$ cat src/rtl/pack64_arb_pkg.sv
// Shared constants, FSM state type and round-robin selection for pack64_arbiter.
package pack64_arb_pkg;

  localparam int unsigned DATA_IN_W  = 32;
  localparam int unsigned DATA_OUT_W = 64;
  localparam int unsigned MAX_SRC    = 8;

  typedef enum logic [1:0] {
    IDLE,
    LOW,
    HIGH
  } state_t;

  // Round-robin winner: scan from ptr+1 (mod num_src) upward and return the
  // first requesting index. Returns 0 when nothing requests.
  function automatic int unsigned rr_winner(
    input logic [MAX_SRC-1:0] req,
    input int unsigned        ptr,
    input int unsigned        num_src
  );
    int unsigned win;
    int unsigned idx;
    logic        found;
    win   = 0;
    found = 1'b0;
    for (int unsigned k = 1; k <= MAX_SRC; k++) begin
      idx = (ptr + k) % num_src;
      if (!found && (k <= num_src) && req[idx[2:0]]) begin
        win   = idx;
        found = 1'b1;
      end
    end
    return win;
  endfunction

endpackage

$ cat src/rtl/pack64_arbiter_packer.sv
// word_pair_packer: captures the low half of a pair, then assembles the 64-bit
// word with its source tag and raises a one-cycle ready pulse.
module word_pair_packer
  import pack64_arb_pkg::*;
#(
  parameter int ID_W = 2
) (
  input  logic                  clk,
  input  logic                  reset_n,
  input  logic                  load_low,
  input  logic                  load_high,
  input  logic [ID_W-1:0]       id,
  input  logic [DATA_IN_W-1:0]  word,
  output logic [DATA_OUT_W-1:0] data_out,
  output logic [ID_W-1:0]       src_id,
  output logic                  output_ready
);

  logic [DATA_IN_W-1:0] low_q;

  // The high half is written straight into the output register together with
  // the held low half, so the output word only changes on a completed pair.
  always_ff @(posedge clk) begin
    if (!reset_n) begin
      low_q        <= '0;
      data_out     <= '0;
      src_id       <= '0;
      output_ready <= 1'b0;
    end else begin
      output_ready <= load_high;
      if (load_low) begin
        low_q <= word;
      end
      if (load_high) begin
        data_out <= {word, low_q};
        src_id   <= id;
      end
    end
  end

endmodule

$ cat src/rtl/pack64_arbiter.sv
// pack64_arbiter: round-robin shares one 32->64 bit word-pair packer among
// NUM_SRC producers, locking the grant for PAIRS_PER_GRANT packed words.
// Optional build macro PACK64_ARB_SRC0_PRIO_EN gives source 0 absolute
// priority at arbitration time.
module pack64_arbiter
  import pack64_arb_pkg::*;
#(
  parameter int NUM_SRC         = 4,
  parameter int PAIRS_PER_GRANT = 1,
  parameter int ID_W            = $clog2(NUM_SRC)
) (
  input  logic                           iClk,
  input  logic                           iReset_n,
  input  logic [NUM_SRC-1:0]             iReq,
  input  logic [NUM_SRC*DATA_IN_W-1:0]   iData,
  input  logic                           iStall,
  output logic [NUM_SRC-1:0]             oAck,
  output logic                           oOutput_ready,
  output logic [DATA_OUT_W-1:0]          oData_out,
  output logic [ID_W-1:0]                oSrc_id,
  output logic                           oBusy
);

  localparam int CNT_W = $clog2(PAIRS_PER_GRANT + 1);

  state_t               state;
  logic [ID_W-1:0]      owner;
  logic [ID_W-1:0]      ptr;
  logic [CNT_W-1:0]     cnt;
  logic [ID_W-1:0]      winner;
  logic [MAX_SRC-1:0]   req_ext;
  logic [NUM_SRC-1:0]   ack;
  logic                 xfer;
  logic                 load_low;
  logic                 load_high;
  logic [DATA_IN_W-1:0] word;

  // Arbitration candidate for the IDLE state.
  always_comb begin
    req_ext                = '0;
    req_ext[NUM_SRC-1:0]   = iReq;
    winner = ID_W'(rr_winner(req_ext, 32'(ptr), NUM_SRC));
`ifdef PACK64_ARB_SRC0_PRIO_EN
    if (iReq[0]) begin
      winner = '0;
    end
`endif
  end

  // Only the current owner can be acknowledged, and only outside IDLE.
  always_comb begin
    ack = '0;
    if (((state == LOW) || (state == HIGH)) && !iStall) begin
      ack[owner] = iReq[owner];
    end
  end

  assign oAck      = ack;
  assign xfer      = |ack;
  assign load_low  = xfer && (state == LOW);
  assign load_high = xfer && (state == HIGH);
  assign word      = iData[32'(owner)*DATA_IN_W +: DATA_IN_W];
  assign oBusy     = (state != IDLE);

  // Grant FSM: arbitrate, then collect PAIRS_PER_GRANT low/high pairs.
  always_ff @(posedge iClk) begin
    if (!iReset_n) begin
      state <= IDLE;
      owner <= '0;
      cnt   <= '0;
      ptr   <= ID_W'(NUM_SRC - 1);
    end else if (!iStall) begin
      unique case (state)
        IDLE: begin
          if (|iReq) begin
            owner <= winner;
            cnt   <= CNT_W'(PAIRS_PER_GRANT);
            state <= LOW;
          end
        end
        LOW: begin
          if (xfer) begin
            state <= HIGH;
          end
        end
        HIGH: begin
          if (xfer) begin
            if (cnt != '0) begin
              cnt <= cnt - CNT_W'(1);
            end
            // cnt is tested before its decrement takes effect
            if (cnt > CNT_W'(1)) begin
              state <= LOW;
            end else begin
              state <= IDLE;
              ptr   <= owner;
            end
          end
        end
        default: state <= IDLE;
      endcase
    end
  end

  word_pair_packer #(
    .ID_W(ID_W)
  ) u_packer (
    .clk          (iClk),
    .reset_n      (iReset_n),
    .load_low     (load_low),
    .load_high    (load_high),
    .id           (owner),
    .word         (word),
    .data_out     (oData_out),
    .src_id       (oSrc_id),
    .output_ready (oOutput_ready)
  );

endmodule
$ cat config.mk
export PLATFORM = sky130hd
export DESIGN_NAME = pack64_arbiter
export DESIGN_NICKNAME = d
export VERILOG_FILES = /design/src/rtl/pack64_arb_pkg.sv /design/src/rtl/pack64_arbiter_packer.sv /design/src/rtl/pack64_arbiter.sv
export SDC_FILE = /design/constraint.sdc
export NUM_CORES = 1
export LEC_CHECK = 0
export ABC_CLOCK_PERIOD_IN_PS = 2700
export CELL_PAD_IN_SITES_DETAIL_PLACEMENT = 0
export CELL_PAD_IN_SITES_GLOBAL_PLACEMENT = 1
export CORE_UTILIZATION = 32
export DETAILED_ROUTE_END_ITERATION = 10
export PLACE_DENSITY_LB_ADDON = 0.3
export SETUP_SLACK_MARGIN = 0.1
export SLEW_MARGIN = 20
export SYNTH_ARGS = -nofsm -noshare
export SYNTH_HDL_FRONTEND = slang
export SYNTH_SLANG_ARGS = --single-unit
$ cat constraint.sdc
create_clock -name iClk -period 2.7 [get_ports iClk]
set_input_delay 0.27 -clock iClk [delete_from_list [all_inputs] [get_ports iClk]]
set_output_delay 0.27 -clock iClk [all_outputs]
set_load 0.02 [all_outputs]
Word level (Yosys, flattened, before mapping)
Cells that the tools add are included.
{"block": "op_classes", "addsub": 5, "n_lt_le_gt_ge": 7, "eq_ne": 5, "shifts": 1, "n_mux": 29, "bitwise_logic": 3, "reduce_logical": 21}
{"op": "indexed part select 128 x 8 -> 32 bit", "count": 1}
{"op": "less-than comparator 2 x 4 -> 1 bit (second input constant)", "count": 4}
{"op": "2-to-1 mux 2 bit", "count": 7}
{"op": "2-to-1 mux 1 bit", "count": 13}
{"op": "AND reduction 4 bit", "count": 3}
{"op": "binary-select mux 1 bit (select 2 bit)", "count": 5}
{"op": "OR reduction 4 bit", "count": 2}
{"op": "logical AND 1 bit", "count": 7}
{"op": "!= test 2 bit (second input constant)", "count": 3}
{"op": "one-hot mux 2 bit (3 select lines)", "count": 1}
{"op": "adder 2 x 1 -> 2 bit (second input constant)", "count": 2}
{"op": "adder 2 bit (second input constant)", "count": 2}
{"op": "bitwise AND 4 bit", "count": 1}
{"op": "logical NOT 1 bit", "count": 4}
{"op": "2-to-1 mux 4 bit", "count": 1}
{"op": "nonzero test 2 bit", "count": 2}
{"op": "less-than comparator 2 x 3 -> 1 bit (second input constant)", "count": 1}
{"op": "AND reduction 3 bit", "count": 1}
{"op": "demux 1 bit (select 2 bit)", "count": 1}
{"op": "== test 2 x 1 -> 1 bit (second input constant)", "count": 1}
{"op": "== test 2 bit (second input constant)", "count": 1}
{"op": "greater-or-equal comparator 2 x 1 -> 1 bit (second input constant)", "count": 1}
{"op": "logical NOT 2 bit", "count": 1}
{"op": "inverter 1 bit", "count": 2}
{"op": "other kinds (4)", "count": 4}
{"block": "word_totals", "reg_bits": 106, "inputBits": 135, "out_inout_bits": 72, "word_cells": 79}

Depth between registers and ports, before layout
Gate-level depths: netlist of run 1.
{"block": "logic_depth", "depth_word": 13, "ltp_mapped": 9, "mapped_depth_nobuf": 6}

Modules after synthesis
A second synthesis of run 1 with hierarchy kept.
{"block": "unflattened", "cells_unflattened": 413, "area_unflattened_um2": 4964.8}
{"mod": "word_pair_packer", "instances": 1, "cells_per_inst": 319, "area_each_um2": 3761.1, "seq_area_each_um2": 1981.9}
{"mod": "pack64_arbiter", "instances": 1, "cells_per_inst": 94, "area_each_um2": 1203.7, "seq_area_each_um2": 120.1}

Worst setup path before layout of run 1
No wires, ideal clock.
{"block": "synth_timing", "path_kind": "register -> output", "from": "reg state[1]", "to": "out oAck[1]", "t_arrival_ns": 1.694, "t_required_ns": 2.430, "path_slack_ns": 0.736, "stages_incl_launch_ff": 6, "n_path_buf": 1, "path_cell_list": "dfxtp_1 inv_1 ha_1 or3b_1 buf_6 nor3b_1"}
{"block": "synth_between", "elab_chain_len": 4, "elab_cells_between_ends": 5, "cone_classes": "2 x eq/ne; 1 x mux; 2 x reduce/logical"}
{"item": "start, declared", "line_no": "pack64_arbiter.sv:26", "source": "state_t state;"}
{"item": "start signal, assigned", "line_no": "pack64_arbiter.sv:68", "source": "state <= IDLE;"}
{"item": "start signal, assigned", "line_no": "pack64_arbiter.sv:78", "source": "state <= LOW;"}
{"item": "start signal, assigned", "line_no": "pack64_arbiter.sv:83", "source": "state <= HIGH;"}
{"item": "== test 2 x 1 -> 1 bit / == test 2 bit (equally long branches)", "line_no": "pack64_arbiter.sv:53", "source": "if (((state == LOW) || (state == HIGH)) && !iStall) begin"}
{"item": "logical OR 1 bit (*)", "line_no": "pack64_arbiter.sv:53"}
{"item": "logical AND 1 bit (*)", "line_no": "pack64_arbiter.sv:53"}
{"item": "2-to-1 mux 4 bit (*)", "line_no": "pack64_arbiter.sv:53"}
{"item": "end, declared", "line_no": "pack64_arbiter.sv:17", "source": "output logic [NUM_SRC-1:0] oAck,"}
Mark *: on every way between the ends. The rest lies on a longest branch, timed or not.

Worst setup path after layout of run 1
{"block": "layout_timing", "from": "reg state[1]", "to": "out oAck[3]"}
The elaborated chain is that of the path after synthesis.

==> results.sh, run 1 <==
export IMPL_outcome="finished, final reports clean"
export IMPL_finalSetupViolations=0
export IMPL_viasPerCell=5.18
export IMPL_cellLeakagePower_uw=0.00249
export IMPL_vias=4596
export IMPL_fmax_ghz=0.398
export IMPL_fin_cells=887
export IMPL_vdd_drop_max_v=0.000266
export IMPL_detail_route_antenna_nets=0
export IMPL_boundaryPins=207
export IMPL_reg2reg_slack_ns=0.48
export IMPL_relSlewSlack_pct=52.3
export IMPL_yosys_warnings=0
export IMPL_finalHoldViolations=0
export IMPL_tns_ns=0
export IMPL_critPathTopFamily="buffers and inverters"
export IMPL_portBuffers=206
export IMPL_cts_inserted_buffers=9
export IMPL_critPathSlowestCell="clkdlybuf4s50_1"
export IMPL_die_h_um=127
export IMPL_drive_gt1_share_pct=11.6
export IMPL_finalMaxSlewViolations=0
export IMPL_initial_utilization_pct=32.8
export IMPL_p_per_area_nw_per_um2=458
export IMPL_gr_usage_all_layers_pct=19.1
export IMPL_clk_pin_slew_worst_paths_ns=0.07
export IMPL_ys_seq_area_share_pct=42.3
export IMPL_drt_iter0_drc=301
export IMPL_clock_sinks=105
export IMPL_cts_max_level=3
export IMPL_rows=45
export IMPL_syn_nets=645
export IMPL_detail_route_wl_per_cell_um=16.9
export IMPL_cp_arrival_ns=2.25
export IMPL_core_area_um2=15100
export IMPL_cp_required_ns=2.43
export IMPL_worstHoldPathType="flip-flop to flip-flop"
export IMPL_drc=0
export IMPL_grt_start_max_net_pins=69
export IMPL_fin_crit_sh_pct=93.2
export IMPL_placed_cell_area_um2=7200
export IMPL_die_area_um2=16000
export IMPL_grt_pass1_vias=4555
export IMPL_antenna_found_initial=0
export IMPL_power_total_uw=3440
export IMPL_postCtsHoldBufs=0
export IMPL_clock_root_buffer="clkbuf_16"
export IMPL_crit_buf_inv=3
export IMPL_grt_pass1_wl_um=24200
export IMPL_fin_area_um2=7510
export IMPL_cts_resized=2
export IMPL_worst_pin_slew_ns=0.716
export IMPL_avgSynthCellArea_um2=9.79
export IMPL_cts_buffer_depth=2
export IMPL_drt_total_wl_um=15000
export IMPL_synth_cell_type_count=38
export IMPL_synthesis_area_um2=4960
export IMPL_slowest_delay_ns=0.60
export IMPL_gp_congestion=0.778
export IMPL_area_growth_pct=51.3
export IMPL_fp_dieW_um=127
export IMPL_dp_cells=870
export IMPL_overflow=0
export IMPL_endpoint_kind="primary output"
export IMPL_maxCapViolCount=0
export IMPL_fin_nets=832
export IMPL_diodes=0
export IMPL_synth_cells=507
export IMPL_hpwl_um=10900
export IMPL_critPathMaxFanout=4
export IMPL_place_ws_ns=0.0828
export IMPL_setup_ws_ns=0.185
export IMPL_crit_chain="inv_1, ha_1, and3b_1, buf_4, and3_1, clkdlybuf4s50_1"
export IMPL_clk_latency_ns=0.34
export IMPL_startpoint_type="flip-flop"
export IMPL_period_needed_ns=2.52
export IMPL_worstSetupPathType="flip-flop to primary output"
export IMPL_cts_setup_buffers=0
export IMPL_ys_ff_latch=105
export IMPL_tritoncts="done"
export IMPL_rsz0062_at_grt="no"
export IMPL_first_pass_iters=5
export IMPL_skew_ns=0.0150
==> through the flow <==
stage               hold slack (ns)  utilization (%)
finish                        0.462             49.6
floorplan                     0.342                -
CTS                           0.465             49.4
global placement              0.447             47.6
global route                  0.486             49.6
detailed placement            0.457             47.6
==> layout by cell type, fill, tap and decap left out, types with 9 or more instances in the layout <==
master,Yosys,routed
clkdlybuf4s50_1,0,203
dfxtp_1,105,103
nand3_1,68,68
a21oi_1,67,67
o21ai_0,50,50
nor2_1,37,37
mux4_2,32,32
mux2i_1,32,32
o21ai_1,20,20
buf_4,4,17
clkbuf_16,0,9
==> worst min-delay path, cell delays in order (launching register included) <==
cell and delay [ns]:
dfxtp_1 0.31, nand3_1 0.06, a21oi_1 0.05
==> state kept, by name (all words and copies together), names as in the netlist <==
| register | count |
|---|---|
| ptr | 2 |
| state | 2 |
| u_packer.src_id | 2 |
| u_packer.output_ready | 1 |
| u_packer.low_q | 32 |
| u_packer.data_out | 64 |
| owner | 2 |
==> cells by family after synthesis <==
group           count (synthesis)  synth area share (%)
mux                            66                  21.7
simple gates                  122                  11.8
compound gates                152                  17.0
fa+ha+maj                       3                 0.756
flops                         105                  42.3
buf+inv                        59                  6.48
==> report_power, final <==
part | switching, uW | internal [uW]
registers | 11.0 | 1560
clock network | 588 | 640
logic | 272 | 369
==> worst paths after layout <==
| path | depth (start not counted) | start | to |
|---|---|---|---|
| max | 6 | state[1]$_SDFFE_PN0P_ | oAck[3] |
| min reg2reg | 2 | u_packer.low_q[2]$_SDFFE_PN0P_ | u_packer.data_out[2]$_SDFFE_PN0P_ |
| min | 2 | u_packer.low_q[2]$_SDFFE_PN0P_ | u_packer.data_out[2]$_SDFFE_PN0P_ |
| max reg2reg | 8 | state[1]$_SDFFE_PN0P_ | u_packer.data_out[42]$_SDFFE_PN0P_ |
==> layer usage <==
| metal | up-vias | share of wire [%] | global-route usage (%) |
|---|---|---|---|
| met5 | - | 0 | 0 |
| met4 | 0 | 1.0 | 4.54 |
| met3 | 11 | 6.1 | 3.88 |
| met2 | 152 | 48 | 31.4 |
| met1 | 2193 | 45 | 25.8 |
| li1 | 2240 | - | - |
==> cell usage after synthesis <==
library cell  number  area, um^2
nor3b_1            2        15.0
buf_4              4        30.0
o21ai_0           50         250
mux2i_1           32         320
buf_1              2        7.51
o22ai_1            1        6.26
o211ai_1           1        7.51
nand3_1           68         340
o2bb2ai_4          1        27.5
o41ai_1            1        8.76
a31oi_1            1        6.26
mux4_2            32         721
a2bb2oi_2          1        15.0
nand4bb_1          1        11.3
inv_2              1        3.75
a21o_1             2        15.0
nor3_1             5        25.0
o221a_2            2        22.5
buf_2              8        40.0
inv_1              6        22.5
nand2_1            4        15.0
o2bb2ai_2          1        15.0
ha_1               3        37.5
nor4_1             1        6.26
buf_6             10         113
a21oi_1           67         335
clkbuf_1          28         105
o221ai_1           2        17.5
and4b_1            1        10.0
and3b_1            1        8.76
o21ai_1           20         100
dfxtp_1          105        2100
mux2_2             1        11.3
mux2i_4            1        22.5
o31ai_1            2        15.0
and3_1             1        6.26
nor2_1            37         139
or3b_1             1        8.76
==> area by class of cell <==
cell class,instances,area (um^2)
multi-input combinational,343,2570
clock inverter,6,51.3
inverter,7,27.5
fill,1395,7630
sequential,105,2100
clock buffer,10,229
timing repair buffer,228,2300
tap,188,235
Power figures use the tool's default switching activity.
==> run 2: changes to the inputs <==
--- a/config.mk
+++ b/config.mk
@@ -8,6 +8,7 @@
 export ABC_CLOCK_PERIOD_IN_PS = 2700
 export CELL_PAD_IN_SITES_DETAIL_PLACEMENT = 0
 export CELL_PAD_IN_SITES_GLOBAL_PLACEMENT = 1
+export CORE_MARGIN = 1
 export CORE_UTILIZATION = 32
 export DETAILED_ROUTE_END_ITERATION = 10
 export PLACE_DENSITY_LB_ADDON = 0.3
==> results of run 2 <==
Final layout, timing and power as in run 1 (identical DEF).
==> run 3: changes to the inputs <==
--- a/config.mk
+++ b/config.mk
@@ -8,7 +8,6 @@
 export ABC_CLOCK_PERIOD_IN_PS = 2700
 export CELL_PAD_IN_SITES_DETAIL_PLACEMENT = 0
 export CELL_PAD_IN_SITES_GLOBAL_PLACEMENT = 1
-export CORE_MARGIN = 1
 export CORE_UTILIZATION = 32
 export DETAILED_ROUTE_END_ITERATION = 10
 export PLACE_DENSITY_LB_ADDON = 0.3
==> results of run 3 <==
Final layout, timing and power as in run 1 (identical DEF).
